### src/rtl/spi_slave_if.sv
`timescale 1ns/1ps
// spi_slave_if: SPI command-frame deserialiser with a serial read-data return path.
// Define SPI_FRAME_ERR_EN to add the frame_err early-release pulse output.
module spi_slave_if #(
  parameter int FRAME_W = 10,
  parameter int DATA_W  = 8
) (
  input  logic               clk,
  input  logic               reset,
  input  logic               ss_n,
  input  logic               mosi,
  output logic               miso,
  output logic [FRAME_W-1:0] rx_data,
  output logic               rx_valid,
  input  logic [DATA_W-1:0]  tx_data,
  input  logic               tx_valid
`ifdef SPI_FRAME_ERR_EN
  ,
  output logic               frame_err
`endif
);
  localparam int CNT_W = $clog2(FRAME_W + 1);
  localparam int TX_W  = $clog2(DATA_W);
  localparam logic [CNT_W-1:0] BIT_LAST = CNT_W'(FRAME_W - 1);
  localparam logic [CNT_W-1:0] BIT_DONE = CNT_W'(FRAME_W);
  localparam logic [TX_W-1:0]  TX_LAST  = TX_W'(DATA_W - 1);

  typedef enum logic [2:0] {IDLE, CHK_CMD, WRITE, READ_ADD, READ_DATA} state_t;
  state_t state, state_nxt;

  logic [CNT_W-1:0]   bit_cnt;
  logic [FRAME_W-2:0] shift_reg;
  logic               rd_addr_done;
  logic [DATA_W-2:0]  tx_sh;
  logic [TX_W-1:0]    tx_left;
  logic               tx_busy, tx_fin;
  logic               abort, frame_done, sample_bit, last_bit, tx_load, tx_shift;

  always_ff @(posedge clk or posedge reset) begin
    if (reset) state <= IDLE;
    else       state <= state_nxt;
  end

  always_comb begin
    state_nxt = state;
    case (state)
      IDLE:      if (!ss_n) state_nxt = CHK_CMD;
      CHK_CMD: begin
        if (ss_n)              state_nxt = IDLE;
        else if (!mosi)        state_nxt = WRITE;
        else if (rd_addr_done) state_nxt = READ_DATA;
        else                   state_nxt = READ_ADD;
      end
      WRITE, READ_ADD, READ_DATA: if (ss_n) state_nxt = IDLE;
      default:   state_nxt = IDLE;
    endcase
  end

  // Once all frame bits are in, bit_cnt parks at BIT_DONE and extra mosi bits are dropped.
  always_comb begin
    abort      = (state != IDLE) && ss_n;
    frame_done = (bit_cnt == BIT_DONE);
    sample_bit = (state != IDLE) && !ss_n && !frame_done;
    last_bit   = sample_bit && (bit_cnt == BIT_LAST);
    tx_load    = (state == READ_DATA) && !ss_n && frame_done && !tx_busy && !tx_fin && tx_valid;
    tx_shift   = (state == READ_DATA) && !ss_n && tx_busy;
  end

  always_ff @(posedge clk or posedge reset) begin
    if (reset) begin
      bit_cnt      <= '0;
      shift_reg    <= '0;
      rx_data      <= '0;
      rx_valid     <= 1'b0;
      rd_addr_done <= 1'b0;
    end else begin
      rx_valid <= last_bit;
      if (state == IDLE || abort) begin
        bit_cnt   <= '0;
        shift_reg <= '0;
      end else if (sample_bit) begin
        bit_cnt   <= bit_cnt + CNT_W'(1);
        shift_reg <= {shift_reg[FRAME_W-3:0], mosi};
      end
      if (last_bit) begin
        rx_data <= {shift_reg, mosi};
        if (state == READ_ADD)       rd_addr_done <= 1'b1;
        else if (state == READ_DATA) rd_addr_done <= 1'b0;
      end
    end
  end

  // First response bit goes out on the load edge; tx_left counts the bits still queued.
  always_ff @(posedge clk or posedge reset) begin
    if (reset) begin
      miso    <= 1'b0;
      tx_sh   <= '0;
      tx_left <= '0;
      tx_busy <= 1'b0;
      tx_fin  <= 1'b0;
    end else if (state == IDLE || abort) begin
      miso    <= 1'b0;
      tx_sh   <= '0;
      tx_left <= '0;
      tx_busy <= 1'b0;
      tx_fin  <= 1'b0;
    end else if (tx_load) begin
      miso    <= tx_data[DATA_W-1];
      tx_sh   <= tx_data[DATA_W-2:0];
      tx_left <= TX_LAST;
      tx_busy <= 1'b1;
    end else if (tx_shift) begin
      if (tx_left != '0) begin
        miso    <= tx_sh[DATA_W-2];
        tx_sh   <= {tx_sh[DATA_W-3:0], 1'b0};
        tx_left <= tx_left - TX_W'(1);
      end else begin
        miso    <= 1'b0;
        tx_busy <= 1'b0;
        tx_fin  <= 1'b1;
      end
    end
  end

`ifdef SPI_FRAME_ERR_EN
  logic tx_all_out;
  assign tx_all_out = tx_fin || (tx_busy && (tx_left == '0));

  always_ff @(posedge clk or posedge reset) begin
    if (reset) frame_err <= 1'b0;
    else       frame_err <= abort && (!frame_done || ((state == READ_DATA) && !tx_all_out));
  end
`endif

endmodule

### config.mk
export PLATFORM = sky130hd
export DESIGN_NAME = spi_slave_if
export DESIGN_NICKNAME = d
export VERILOG_FILES = /design/src/rtl/spi_slave_if.sv
export SDC_FILE = /design/constraint.sdc
export NUM_CORES = 1
export LEC_CHECK = 0
export CAP_MARGIN = 10
export CORE_ASPECT_RATIO = 0.5
export CORE_UTILIZATION = 58
export DETAILED_ROUTE_END_ITERATION = 6
export GPL_TIMING_DRIVEN = 0
export HOLD_SLACK_MARGIN = 0.12
export PLACE_DENSITY = 0.83
export SLEW_MARGIN = 20
export SYNTH_ARGS = -nofsm -noshare
export SYNTH_HDL_FRONTEND = slang
export SYNTH_SLANG_ARGS = --single-unit
### constraint.sdc
create_clock -name clk -period 2.9 [get_ports clk]
set_clock_uncertainty 0.2 [all_clocks]
set_input_delay 0.435 -clock clk [delete_from_list [all_inputs] [get_ports clk]]
set_output_delay 0.435 -clock clk [all_outputs]
set_load 0.02 [all_outputs]
### Yosys cells after proc, flatten, opt, wreduce, memory -nomap -nowiden

Cells that the tools add are included.

* bits in registers: 41
* input bits: 13

* add/sub/neg operators: 2
* equality and inequality tests: 11
* mux-type cells: 32
* reductions and logical operators: 29

Operators by type and width (number)
* $mux 7: 4
* $mux 3: 9
* $mux 9: 2
* $mux 1: 14
* $reduce_bool 3->1: 4
* $logic_and 1x1->1: 10
* $pmux 3 s3: 1
* $eq 4x4->1 const B: 2
* $mux 4: 2
* $reduce_and 2->1: 4
* $eq 3x2->1 const B: 2
* $ne 2x2->1 const B: 3
* $reduce_bool 2->1: 3
* $add 4x1->4 const B: 1
* $logic_not 1->1: 4
* $eq 3x1->1 const B: 1
* $eq 3x3->1 const B: 1
* $logic_not 3->1: 1
* $ne 3x3->1 const B: 1
* $reduce_and 3->1: 1
* $reduce_or 3->1: 1
* $sub 3x1->3 const B: 1
* $ne 2x1->1 const B: 1
* $logic_or 1x1->1: 1

### Longest topological paths before layout

* depth in word-level cells: 8
* gate-level depth with buffers: 7
* mapped depth without buffers: 6

### Least setup slack after synthesis

Ideal clock, no wire load.

* path type: in2reg
* start point: input ss_n
* end point: register miso
* data arrival time: 1.720 ns
* data required time: 2.579 ns
* slack: 0.859 ns
* stages on the path: 5
* buffers on the path: 1
* cell sequence: buf_2 -> or4b_4 -> or4_4 -> nand2_4 -> o21ai_1

* longest elaborated chain between the ends: 8

Ends and longest elaborated chain
* start: declaration: RTL line 10 `input logic ss_n,`
* $logic_not 1->1: RTL line 65, 66
* $logic_and 1x1->1: RTL line 65, 66
* $logic_and 1x1->1 (4 in a row): RTL line 65 `tx_load = (state == READ_DATA) && !ss_n && frame_done && !tx_busy && !tx_fin && tx_valid;`
* $mux 1: RTL line 107 `end else if (tx_load) begin`
* $mux 1: RTL line 101 `end else if (state == IDLE || abort) begin`
* end signal: assignment: RTL line 108 `miso <= tx_data[DATA_W-1];`
* end signal: assignment: RTL line 114 `miso <= tx_sh[DATA_W-2];`
* end: declaration: RTL line 12 `output logic miso,`

Parallel ways exist; a longest one is shown, timed or not.
A chain may end at the register's enable or synchronous reset.

### Final worst setup path

* start point: register bit_cnt[0]
* end point: register rx_data[4]

* longest elaborated chain between the ends: 4

Ends and longest elaborated chain
* start: declaration: RTL line 31 `logic [CNT_W-1:0] bit_cnt;`
* start signal: assignment: RTL line 82 `bit_cnt <= bit_cnt + CNT_W'(1);`
* $eq 4x4->1: RTL line 62 `frame_done = (bit_cnt == BIT_DONE);`
* $logic_not 1->1: RTL line 63 `sample_bit = (state != IDLE) && !ss_n && !frame_done;`
* $logic_and 1x1->1: RTL line 63
* $logic_and 1x1->1 *: RTL line 64 `last_bit = sample_bit && (bit_cnt == BIT_LAST);`
* named net last_bit: RTL line 37 `logic abort, frame_done, sample_bit, last_bit, tx_load, tx_shift;`
* end signal: assignment: RTL line 86 `rx_data <= {shift_reg, mosi};`
* end: declaration: RTL line 13 `output logic [FRAME_W-1:0] rx_data,`

Mark *: on every way through the listed nets, which the timed path passes. The rest lies on a longest branch.

==> summary.md <==
| Metric | Value |
|---|---|
| Final WL | 3497 um |
| Core area | about 0.0030 mm2 |
| 1st-pass router iterations | 4 |
| CTS clk-pin slew, worst paths | roughly 0.080 ns |
| Maximum vdd ir drop | 0.3072 mV |
| Max Freq | around 480 MHz |
| # clock sinks | 41 |
| Clock Latency Late Sink | 0.30 ns |
| Diodes inserted | 0 |
| Setup TNS | 0 ns |
| Detail-routed net length per standard cell | ~14 um |
| Slowest cell on crit path | dfrtp_1 |
| Final setup fails | 0 |
| First-pass GRT wire length | ~6000 um |
| Largest register FFs | 10 |
| Hold path cells | 2 |
| Final hold viol count | 0 |
| RSZ-0062 raised after global routing | no |
| Initial antenna violation count | 0 |
| WS Path Type | register to register |
| R2R cell count | 6 |
| CTS hold repair buffers | 0 |
| Synth warnings | 0 |
| Die width | between 80 and 90 um |
| Clk pwr share | roughly two fifths |
| Period utilisation layout | 72.17% |
| Startpoint Class | register |
| Largest net degree at the start of global routing | 22 |
| Leak Pwr | roughly 0.0010 uW |
| Num CTS Buffers | 5 |
| Top delay family on crit path | simple AND/OR/NAND/NOR gates |
| Cell variety after synth | 40 |
| Cells after Synth | 175 |
| Critical path data arrival time | about 2.1 ns |
| Min-delay worst type | input port to register |
| Int Power | a little over 900 uW |
| Fin crit period | 2.093 ns |
| Area of the die | 0.003497 mm2 |
| Root buffer cell | clkbuf_8 |
| Layout area overhead | 22.69% |
| H-tree levels | 2 |
| Synth Register Bits | 41 |
| Pwr/cell area | 512.0 mW/mm2 |
| FF/Latch Area | 0.001026 mm2 |
| Worst slew pin tran | a little over 0.5 ns |
| Die height | 42.32 um |
| Highest net fanout along the worst path | 10 |
| Post-route antenna net violation count | 0 |
| Post-CTS Setup Inserts | 0 |
| Synthesized area | between 0.0015 and 0.002 mm2 |
| Max-slew violation count | 0 |
| PortBufs | 23 |
| Post-route cell area | about 0.0023 mm2 |
| Seq pwr share | 50.3% |
| Placed instance area | between 0.002 and 0.0025 mm2 |
| Hpwl dp | between 2000 and 2500 um |
| I/O pins | 25 |
| Total gr overflow | 0 |
| Slew Limit Headroom | roughly two thirds |
| Switch Pwr | about 280 uW |
| Leading post-synthesis cells by cell area | dfrtp_1 54%, nand2_1 6.0%, mux2_1 5.4% |
| Syn_area_per_cell | 10.77 um2 |
| Outcome | finished clean |
| Post-Syn Nets | 193 |
| Num rows | 14 |
| Number of global-route vias before repair | 1341 |
| Sequential share of the synthesized area | between 50% and 60% |
| CP max stage delay | between 0.4 and 0.5 ns |
| RD Place Congestion | between 0.7 and 0.8 |
| CP Depth | 6 |
| Critical Path RT | 2.88 ns |
| Gr usage total | between 20% and 30% |
| Min Hold Slack | ~0.22 ns |
| CTS tree | built |
| Fillers | roughly 210 |
| DR vias | 1359 |
| Vias per inst | about 5.5 |
| DR iter-0 viols | a little under 70 |
| # DRC | 0 |
| Post-CTS sizing | 0 |
| Post-synth top area share | between 50% and 60% |
| Initial core utilization | ~62% |
| Combinational group share of total power | around 8.6% |
| Layout cells sized above 1 | ~12% |
| Max-Cap Viols | 0 |
| Multi-input gate area | slightly below 800 um2 |
| Clock buffer depth | 2 |
| # nets final | between 200 and 250 |
| WP buf/inv | 2 |
| CP cell instances | inv_1 -> ha_1 -> nand4bb_1 -> nor2_1 -> buf_4 -> mux2_1 |
| Fraction of power spent switching nets | between 20% and 30% |
| Leading area contributor after synthesis | dfrtp_1 |
| Critical path endpoint category | register |
## layer usage
| metal | global-route usage [%] | vias up | wire length, um |
|---|---|---|---|
| met5 | 0 | - | 0 |
| met4 | 7.241 | 0 | 22 |
| met3 | 6.957 | 2 | 142 |
| met2 | 39.67 | 28 | 1702 |
| met1 | 31.27 | 670 | 1629 |
| li1 | - | 659 | - |
## worst paths after layout
path                                  from            to  slack, ns
min in group asynchronous            reset        tx_fin       0.29
worst max-delay path            bit_cnt[0]    rx_data[4]       0.81
worst max register to register  bit_cnt[0]    rx_data[4]       0.81
worst min-delay path                  ss_n      state[2]       0.22
max in group asynchronous            reset  shift_reg[3]       1.75
worst min register to register  rx_data[0]    rx_data[0]       0.29
## power groups by stage
| stage | Sequential (uW) | Clock, uW | Combinational [uW] |
|---|---|---|---|
| 6_report | 596 | 486 | 102 |
| 5_1_grt | 598 | 517 | 117 |
| 4_1_cts | 596 | 492 | 104 |
| 3_5_place_dp | 607 | 0 | 102 |
| 3_3_place_gp | 606 | 0 | 93.9 |
| 2_1_floorplan | 606 | 0 | 61.8 |
## synthesized netlist by cell type
cell       count
dfrtp_1       41
nand2_1       30
a21oi_1       14
mux2_1         9
nor2_1         8
inv_1          7
o21ai_1        7
mux2i_1        6
ha_1           5
nand2b_1       4
nor3_1         4
a211oi_1       3
buf_2          3
xnor2_1        3
a31oi_1        2
clkbuf_1       2
nand3_1        2
o21ai_0        2
or2_2          2
a2111oi_0      1
a21o_1         1
and3b_1        1
and4bb_2       1
buf_1          1
buf_4          1
buf_6          1
mux2_2         1
nand2_4        1
nand3b_1       1
nand4bb_1      1
nor2b_1        1
nor4_1         1
nor4_4         1
nor4bb_1       1
o22ai_1        1
or3_1          1
or3b_2         1
or4_4          1
or4b_4         1
xor2_1         1
## placed cells by master (no fill, tap or decap), types with 2 or more instances in the layout
cell type        synthesis  routed
clkbuf_1                 2       2
nor3_1                   4       4
buf_2                    3       3
nor2_1                   8       8
nand2_1                 30      30
inv_1                    7       6
a21oi_1                 14      14
mux2_1                   9       9
nand3_1                  2       2
o21ai_1                  7       7
clkbuf_8                 0       6
ha_1                     5       5
nand2b_1                 4       4
a211oi_1                 3       3
or2_2                    2       2
clkdlybuf4s50_1          0      23
dfrtp_1                 41      41
o21ai_0                  2       2
a31oi_1                  2       2
xnor2_1                  3       3
mux2i_1                  6       6
## cell families after synthesis
logic type	count (synthesis)	share of synthesized area, %
and+or+nand+nor	63	18.31
xor gates and xnor gates	4	1.858
muxes	16	9.157
DFF	41	54.41
AOI/OAI and AO/OA	31	9.157
adders and majority gates	5	3.318
buffers and inverters	15	3.782
## per-stage QoR
stage	instances	util, %	power, uW	setup slack, ns
2_1_floorplan	175	-	667.7	0.8591
3_3_place_gp	238	71.06	700.3	0.5044
3_5_place_dp	239	71.96	709.1	0.7540
4_1_cts	247	75.90	1192	0.8197
5_1_grt	247	75.90	1231	0.6814
6_report	247	75.90	1185	0.8071
## area by class of cell
type / count / share of cell area, %
inverters: 7 / 1.136
multi-input cells: 119 / 34.07
repair buffers: 24 / 11.14
clock buffers: 6 / 3.569
plain buffers: 8 / 1.947
well taps: 40 / 2.163
flip-flops and latches: 41 / 44.35
clock inverters: 2 / 1.622
No activity file was read; power rests on OpenSTA's default activity.
